File: config.mk
export PLATFORM = sky130hd
export DESIGN_NAME = mpu_store_stream_flat
export DESIGN_NICKNAME = d
export VERILOG_FILES = /design/src/rtl/mpu_store_stream_if.sv /design/src/rtl/mpu_store_stream.sv /design/src/flat_wrapper.sv
export SDC_FILE = /design/constraint.sdc
export NUM_CORES = 1
export LEC_CHECK = 0
export BUFFER_PORTS_ARGS = -buffer_cell sky130_fd_sc_hd__buf_2
export CORE_MARGIN = 2
export CORE_UTILIZATION = 29
export DETAILED_ROUTE_END_ITERATION = 7
export GPL_TIMING_DRIVEN = 0
export PLACE_DENSITY_LB_ADDON = 0.2
export SLEW_MARGIN = 20
export SYNTH_ARGS = -nofsm -noshare
export SYNTH_HDL_FRONTEND = slang
export SYNTH_SLANG_ARGS = --single-unit
export TNS_END_PERCENT = 5
File: constraint.sdc
create_clock -name clk -period 2.6 [get_ports clk]
set_input_delay 0.26 -clock clk [delete_from_list [all_inputs] [get_ports clk]]
set_output_delay 0.26 -clock clk [all_outputs]
set_load 0.03 [all_outputs]
File: src/rtl/mpu_store_stream_if.sv
// mpu_store_stream_if: element stream from the store engine towards external memory.
interface mpu_store_stream_if #(
  parameter int DATA_W = 32,
  parameter int XW     = 4
);
  logic              mem_valid_out;
  logic              mem_ready_in;
  logic [DATA_W-1:0] mem_element_out;
  logic [XW-1:0]     mem_i_out;
  logic [XW-1:0]     mem_j_out;
  logic              mem_last_out;
  logic [XW-1:0]     mem_m_size_out;
  logic [XW-1:0]     mem_n_size_out;
  modport master (
    output mem_valid_out, mem_element_out, mem_i_out, mem_j_out, mem_last_out,
           mem_m_size_out, mem_n_size_out,
    input  mem_ready_in
  );
  modport slave (
    input  mem_valid_out, mem_element_out, mem_i_out, mem_j_out, mem_last_out,
           mem_m_size_out, mem_n_size_out,
    output mem_ready_in
  );
endinterface

File: src/rtl/mpu_store_stream.sv
// mpu_store_stream: streams a matrix register out to memory, row-major or transposed, under valid/ready.
module mpu_store_stream #(
  parameter  int DATA_W   = 32,
  parameter  int M_MAX    = 8,
  parameter  int N_MAX    = 8,
  parameter  int REG_BITS = 3,
  localparam int MW       = $clog2(M_MAX + 1),
  localparam int NW       = $clog2(N_MAX + 1),
  localparam int XW       = (MW > NW) ? MW : NW
) (
  input  logic                clk,
  input  logic                rst,
  input  logic                store_req_in,
  input  logic                transpose_in,
  input  logic [REG_BITS-1:0] store_addr_in,
  input  logic                store_ready_in,
  input  logic [MW-1:0]       reg_m_size_in,
  input  logic [NW-1:0]       reg_n_size_in,
  input  logic [DATA_W-1:0]   reg_element_in,
  output logic                reg_store_req_out,
  output logic [REG_BITS-1:0] reg_store_addr_out,
  output logic [MW-1:0]       reg_i_loc_out,
  output logic [NW-1:0]       reg_j_loc_out,
  output logic                busy_out,
  output logic                done_out,
  output logic                err_out,
  mpu_store_stream_if.master  mem
);
  typedef enum logic [2:0] {IDLE, REQUEST, STREAM, DRAIN, ERROR} state_t;
  state_t        state;
  logic          tr;
  logic [MW-1:0] m, i;
  logic [NW-1:0] n, j;
  logic          load, row_end, col_end, fin, bad;
  assign load    = !mem.mem_valid_out || mem.mem_ready_in;
  assign row_end = j == n - NW'(1);
  assign col_end = i == m - MW'(1);
  assign fin     = row_end && col_end;
  assign bad     = reg_m_size_in == '0 || reg_n_size_in == '0 ||
                   reg_m_size_in > MW'(M_MAX) || reg_n_size_in > NW'(N_MAX);
  assign reg_store_req_out  = state == REQUEST || state == STREAM;
  assign busy_out           = state != IDLE;
  assign reg_i_loc_out      = i;
  assign reg_j_loc_out      = j;
  assign mem.mem_m_size_out = tr ? XW'(n) : XW'(m);
  assign mem.mem_n_size_out = tr ? XW'(m) : XW'(n);
  always_ff @(posedge clk) begin
    if (rst) begin
      state               <= IDLE;
      tr                  <= 1'b0;
      m                   <= '0;
      n                   <= '0;
      i                   <= '0;
      j                   <= '0;
      reg_store_addr_out  <= '0;
      done_out            <= 1'b0;
      err_out             <= 1'b0;
      mem.mem_valid_out   <= 1'b0;
      mem.mem_element_out <= '0;
      mem.mem_i_out       <= '0;
      mem.mem_j_out       <= '0;
      mem.mem_last_out    <= 1'b0;
    end else begin
      done_out <= 1'b0;
      err_out  <= 1'b0;
      case (state)
        IDLE: if (store_req_in) begin
          tr                 <= transpose_in;
          reg_store_addr_out <= store_addr_in;
          state              <= REQUEST;
        end
        REQUEST: if (store_ready_in) begin
          m       <= reg_m_size_in;
          n       <= reg_n_size_in;
          i       <= '0;
          j       <= '0;
          err_out <= bad;
          state   <= bad ? ERROR : STREAM;
        end
        ERROR: state <= IDLE;
        STREAM: if (load) begin
          mem.mem_valid_out   <= 1'b1;
          mem.mem_element_out <= reg_element_in;
          mem.mem_i_out       <= tr ? XW'(j) : XW'(i);
          mem.mem_j_out       <= tr ? XW'(i) : XW'(j);
          mem.mem_last_out    <= fin;
          // pointers return to zero after the final element so they never exceed the matrix
          i     <= fin ? '0 : tr ? (col_end ? '0 : i + MW'(1)) : (row_end ? i + MW'(1) : i);
          j     <= fin ? '0 : tr ? (col_end ? j + NW'(1) : j) : (row_end ? '0 : j + NW'(1));
          state <= fin ? DRAIN : STREAM;
        end
        DRAIN: if (mem.mem_ready_in) begin
          mem.mem_valid_out <= 1'b0;
          mem.mem_last_out  <= 1'b0;
          done_out          <= 1'b1;
          state             <= IDLE;
        end
        default: state <= IDLE;
      endcase
    end
  end
endmodule

File: src/flat_wrapper.sv
// flat-port wrapper written by rule: the top's interface ports become plain ports
module mpu_store_stream_flat 
#(
  parameter  int DATA_W   = 32,
  parameter  int M_MAX    = 8,
  parameter  int N_MAX    = 8,
  parameter  int REG_BITS = 3,
  localparam int MW       = $clog2(M_MAX + 1),
  localparam int NW       = $clog2(N_MAX + 1),
  localparam int XW       = (MW > NW) ? MW : NW
)
  (clk, rst, store_req_in, transpose_in, store_addr_in, store_ready_in, reg_m_size_in, reg_n_size_in, reg_element_in, reg_store_req_out, reg_store_addr_out, reg_i_loc_out, reg_j_loc_out, busy_out, done_out, err_out, mem_mem_valid_out, mem_mem_element_out, mem_mem_i_out, mem_mem_j_out, mem_mem_last_out, mem_mem_m_size_out, mem_mem_n_size_out, mem_mem_ready_in);
  mpu_store_stream_if #(.DATA_W(DATA_W), .XW(((($clog2(M_MAX + 1)) > ($clog2(N_MAX + 1))) ? ($clog2(M_MAX + 1)) : ($clog2(N_MAX + 1))))) mem_i ();
  input  logic clk;
  input  logic rst;
  input  logic store_req_in;
  input  logic transpose_in;
  input  logic [REG_BITS-1:0] store_addr_in;
  input  logic store_ready_in;
  input  logic [MW-1:0] reg_m_size_in;
  input  logic [NW-1:0] reg_n_size_in;
  input  logic [DATA_W-1:0] reg_element_in;
  output logic reg_store_req_out;
  output logic [REG_BITS-1:0] reg_store_addr_out;
  output logic [MW-1:0] reg_i_loc_out;
  output logic [NW-1:0] reg_j_loc_out;
  output logic busy_out;
  output logic done_out;
  output logic err_out;
  output wire logic [$bits(mem_i.mem_valid_out)-1:0] mem_mem_valid_out;
  output wire logic [$bits(mem_i.mem_element_out)-1:0] mem_mem_element_out;
  output wire logic [$bits(mem_i.mem_i_out)-1:0] mem_mem_i_out;
  output wire logic [$bits(mem_i.mem_j_out)-1:0] mem_mem_j_out;
  output wire logic [$bits(mem_i.mem_last_out)-1:0] mem_mem_last_out;
  output wire logic [$bits(mem_i.mem_m_size_out)-1:0] mem_mem_m_size_out;
  output wire logic [$bits(mem_i.mem_n_size_out)-1:0] mem_mem_n_size_out;
  input wire logic [$bits(mem_i.mem_ready_in)-1:0] mem_mem_ready_in;
  assign mem_mem_valid_out = mem_i.mem_valid_out;
  assign mem_mem_element_out = mem_i.mem_element_out;
  assign mem_mem_i_out = mem_i.mem_i_out;
  assign mem_mem_j_out = mem_i.mem_j_out;
  assign mem_mem_last_out = mem_i.mem_last_out;
  assign mem_mem_m_size_out = mem_i.mem_m_size_out;
  assign mem_mem_n_size_out = mem_i.mem_n_size_out;
  assign mem_i.mem_ready_in = mem_mem_ready_in;
  mpu_store_stream #(.DATA_W(DATA_W), .M_MAX(M_MAX), .N_MAX(N_MAX), .REG_BITS(REG_BITS)) u_core (.clk(clk), .rst(rst), .store_req_in(store_req_in), .transpose_in(transpose_in), .store_addr_in(store_addr_in), .store_ready_in(store_ready_in), .reg_m_size_in(reg_m_size_in), .reg_n_size_in(reg_n_size_in), .reg_element_in(reg_element_in), .reg_store_req_out(reg_store_req_out), .reg_store_addr_out(reg_store_addr_out), .reg_i_loc_out(reg_i_loc_out), .reg_j_loc_out(reg_j_loc_out), .busy_out(busy_out), .done_out(done_out), .err_out(err_out), .mem(mem_i));
endmodule
# Yosys cells after proc, flatten, opt, wreduce, memory -nomap -nowiden
# Index checks and enable logic that the tools add are counted.
# word_totals
ff_bits,67
input_bits,49
out_inout_bits,65
wordCells,86
# op_classes
add_sub_neg,4
magnitude_cmp,2
eq_ne,11
mux,30
n_bitwise,3
reduce_logical,22
# ops
op,n
2-to-1 mux 4 bit,15
case mux 4 bit (2 select lines),2
2-to-1 mux 3 bit,5
case mux 3 bit (4 select lines),1
AND reduction 4 bit,3
adder 4 x 1 -> 4 bit (second input constant),2
== test 4 bit,2
greater-than comparator 4 bit (second input constant),2
logical NOT 4 bit,2
subtractor 4 x 1 -> 4 bit (second input constant),2
== test 3 x 2 -> 1 bit (second input constant),2
!= test 2 bit (second input constant),3
AND reduction 2 bit,3
logical OR 1 bit,5
2-to-1 mux 1 bit,5
!= test 4 x 1 -> 1 bit (second input constant),1
!= test 4 bit (second input constant),1
case mux 1 bit (2 select lines),2
nonzero test 2 bit,2
== test 3 x 1 -> 1 bit (second input constant),1
logical NOT 3 bit,1
inverter 1 bit,3
AND reduction 3 bit,1
nonzero test 3 bit,1
other kinds (5),5

# Depth between registers and ports, before layout
# logic_depth
depth_word,7
mapped_depth,8
depth_no_buf,7

# Least setup slack after synthesis
# Ideal clock, no wire load.
# synth_timing
path_kind,reg2reg
startpoint,reg u_core.i[2] (netlist: u_core.reg_i_loc_out[2])
endpoint,reg u_core.j[2] (netlist: u_core.reg_j_loc_out[2])
setup_ns,0.062
arrival_ns,1.854
required_time_ns,2.538
path_slack_ns,0.684
path_stages_with_launch,6
n_path_buf,0
period_less_slack_ns,1.916
cell_sequence,dfxtp_1 -> xor3_1 -> nor3_4 -> a21oi_2 -> or4_1 -> nand3_1
# synth_between
elab_chain_cells,5
elab_cells_between_ends,7
cone_classes,eq/ne: 2; mux: 3; reduce/logical: 2
# synth_rtl
item,line,source
"start, declared",mpu_store_stream.sv:32,"logic [MW-1:0] m, i;"
"start signal, assigned",mpu_store_stream.sv:88,i <= fin ? '0 : tr ? (col_end ? '0 : i + MW'(1)) : (row_end ? i + MW'(1) : i);
== test 4 bit (*),mpu_store_stream.sv:37,assign col_end = i == m - MW'(1);
logical AND 1 bit,mpu_store_stream.sv:38,assign fin = row_end && col_end;
2-to-1 mux 4 bit,mpu_store_stream.sv:89,j <= fin ? '0 : tr ? (col_end ? j + NW'(1) : j) : (row_end ? '0 : j + NW'(1));
2-to-1 mux 4 bit,mpu_store_stream.sv:81,STREAM: if (load) begin
case mux 4 bit (2 select lines),mpu_store_stream.sv:66,case (state)
"end signal, assigned",mpu_store_stream.sv:89,
"end, declared",mpu_store_stream.sv:33,"logic [NW-1:0] n, j;"
# Mark *: on every way between the ends. The rest lies on a longest branch, timed or not. The select of a mux whose other input is x is not followed.
# A chain may end at the register's enable or synchronous reset.

# Final worst setup path
# layout_timing
startpoint,reg u_core.tr
endpoint,out mem_mem_m_size_out[3]
# layout_between
elab_chain_cells,1
# layout_rtl
item,line,source
"start, declared",mpu_store_stream.sv:31,logic tr;
"start signal, assigned",mpu_store_stream.sv:68,tr <= transpose_in;
2-to-1 mux 4 bit,mpu_store_stream.sv:45,assign mem.mem_m_size_out = tr ? XW'(n) : XW'(m);
"end, declared",flat_wrapper.sv:35,output wire logic [$bits(mem_i.mem_m_size_out)-1:0] mem_mem_m_size_out;
# No other way between the ends.

==> run metrics <==
unrepaired setup endpoints after global routing false; sequential area share after synthesis 43.6%; Design Area, Final just over 4000 um2; Post-route DRC 0; GRT overflow 0; most common flop cell mapped by yosys dfxtp_1; CTS root buf clkbuf_8; Ant. Diodes 0; power density over the cells 801 nW/um2; Initial Util 29.8%; post-synthesis cell count 370; pre-CTS setup slack between 0.5 and 0.6 ns; CP Class reg -> out; vias in the first global route approximately 2800; Unique masters post-synth 53; CTS H-tree depth 3; # placed instances 619; synth top area cells dfxtp_1 44%, nand2_1 11%, a21oi_1 7.2%, mux2i_1 4.2%, nor2_1 2.4%; setup ws final 0.227 ns; Setup Skew 0.00893 ns; Top Ports 114; initial antenna violation count 0; max_slew headroom 45.4%; CP peak stage delay 0.59 ns; core area 10300 um2; Worst Tran Pin Value ~0.81 ns; fraction of registers with async set or reset after synthesis 0%; final WL roughly 8.8 mm; Commonest cells post-synth 91 x nand2_1, 67 x dfxtp_1, 44 x a21oi_1; Clock Path Buffers 2; Multi-input gate area 1580 um2; Avg WL per Cell between 10 and 15 um; Max Cap Violations 0; share of the synthesized area in the top cell type 43.6%; largest net degree at the start of global routing 12; # setup viols final 0; Post-Synthesis Cell Area 3070 um2; Crit path required time roughly 2.3 ns; row cnt 37; hold_sp reg_element_in[16]; Pre-antenna DRT Iters 4; min-delay worst type in -> reg; Post-synth EDFFs 0; status finished clean; endpoint class of the critical path primary output; CTS buffer count 9; CP startpoint kind flip-flop; syn_nets 423; PostCTS Resize Cnt 0; fmax 0.421 GHz; Total GRT Usage between 10% and 20%; Final Max Tran Viols 0; syn avg cell area 8.31 um2; PortBufs 113; placer's final routability congestion estimate 0.821; Filler cells roughly 1100; Hold Vio Cnt, Final 0; worst-skew pair later-pin latency 0.35 ns; 1st-iter DRT viols 116; Tmin final approximately 2.4 ns; height of the chip 107 um; clock slew at reported path FFs roughly 0.08 ns; TritonCTS clock tree built; synth warn 0; Worst setup startpoint u_core.tr; CP Max Fanout 10; cells along the critical path clkbuf_1, buf_1, mux2_2, buf_2; die footprint 11400 um2; Net count, final 547; Critical R2R Launch u_core.m[0]; first-pass GRT wire length 14.0 mm; Placed Area roughly 3800 um2; Finished Layout Cells between 600 and 700; fin crit share 91.3%; VDD IR max 0.226 mV; via total after detailed routing 2957; leakage power between 1.5 and 2 nW; Routed Antenna Nets 0; Via density 4.66; Seq cells post-synth 67; total power 3.23 mW; layout cells sized above 1 a little under a third; CTS sink count 67; dominant cell by count in the synthesized netlist nand2_1; Setup Fix Bufs, Post-CTS 0; chip width 107 um; P&R area growth vs syn 31.3%; register area between 1000 and 1500 um2; DPL Wire Length around 6.6 mm; total negative slack 0 ns; slowest stage cell, crit path buf_1; area leader, netlist dfxtp_1; WP data arrival 2.11 ns; CTS Hold Bufs 0
## metrics by stage
step | hold slack (ns) | util, %
final | 0.135 | 39.1
after CTS | 0.120 | 39.1
after global placement | 0.440 | 36.9
after detailed placement | 0.445 | 36.9
after global routing | 0.124 | 39.1
after floorplan | 0.396 | -
## final timing paths
| check | to | cells past startpoint | slack [ns] |
|---|---|---|---|
| max reg2reg | u_core.reg_j_loc_out[2] | 7 | 0.51 |
| max | mem_mem_m_size_out[3] | 4 | 0.23 |
| min | u_core.mem.mem_element_out[16] | 3 | 0.14 |
| min reg2reg | u_core.mem.mem_element_out[25] | 2 | 0.45 |
## worst max-delay path, delay by kind of cell (launching register included)
family   cells  cell delay (ns)
buf+inv      3             1.05
flops        1             0.31
mux          1             0.41
## where the power goes
| part | switching (mW) | internal [mW] |
|---|---|---|
| Sequential | 0.0724 | 1.14 |
| Combinational | 0.676 | 0.341 |
| Clock | 0.416 | 0.587 |
| Total | 1.17 | 2.07 |
## cells in the final DEF (no fill, tap or decap), types with 3 or more instances in the layout
| cell | synthesis | final |
|---|---|---|
| nor2_1 | 20 | 20 |
| xnor2_1 | 6 | 6 |
| nor4_1 | 5 | 5 |
| inv_1 | 10 | 10 |
| buf_2 | 7 | 120 |
| nand2b_1 | 5 | 5 |
| ha_1 | 4 | 4 |
| o31a_1 | 3 | 3 |
| mux2i_1 | 13 | 13 |
| a211oi_1 | 8 | 8 |
| o21ba_1 | 3 | 3 |
| dfxtp_1 | 67 | 67 |
| o21ai_0 | 7 | 7 |
| nand2_1 | 91 | 91 |
| clkbuf_1 | 14 | 14 |
| nor2b_1 | 3 | 3 |
| clkbuf_8 | 0 | 11 |
| nor3_1 | 6 | 6 |
| nand3_1 | 5 | 5 |
| a21oi_1 | 44 | 44 |
| mux2_2 | 5 | 5 |
| xor2_1 | 3 | 3 |
## final cells by class
class	instances	area share [%]
plain buffers	25	2.73
clock buffers	11	3.75
clock inverters	4	1.83
inverters	10	0.931
multi-input cells	268	39.3
flip-flops and latches	67	33.3
well taps	136	4.22
repair buffers	113	14.0
## flip-flops by register name, indices dropped and copies added (netlist names), 3 cells and up
| name | cells |
|---|---|
| u_core.mem.mem_i_out | 4 |
| u_core.reg_store_addr_out | 3 |
| u_core.n | 4 |
| u_core.mem.mem_j_out | 4 |
| u_core.reg_j_loc_out | 4 |
| u_core.mem.mem_element_out | 32 |
| u_core.state | 3 |
| u_core.m | 4 |
| u_core.reg_i_loc_out | 4 |
## metal layers
metal	wire length, um	up-vias	GRT usage (%)
li1	-	1515	-
met1	4190	1346	21.0
met2	3980	81	24.1
met5	0	-	0
met4	205	0	7.51
met3	469	15	3.34
## kinds of logic (layout without fill, tap and decap cells)
family	after synthesis	in the layout	synth area share, %
flip-flops	67	67	43.6
adder cells (fa/ha/maj)	4	4	1.63
AND/OR/NAND/NOR	152	152	22.7
buffers and inverters	35	163	4.80
AO/OA/AOI/OAI	83	83	17.1
multiplexers	18	18	6.07
XOR/XNOR	11	11	4.07
No activity file was read; power rests on OpenSTA's default activity.
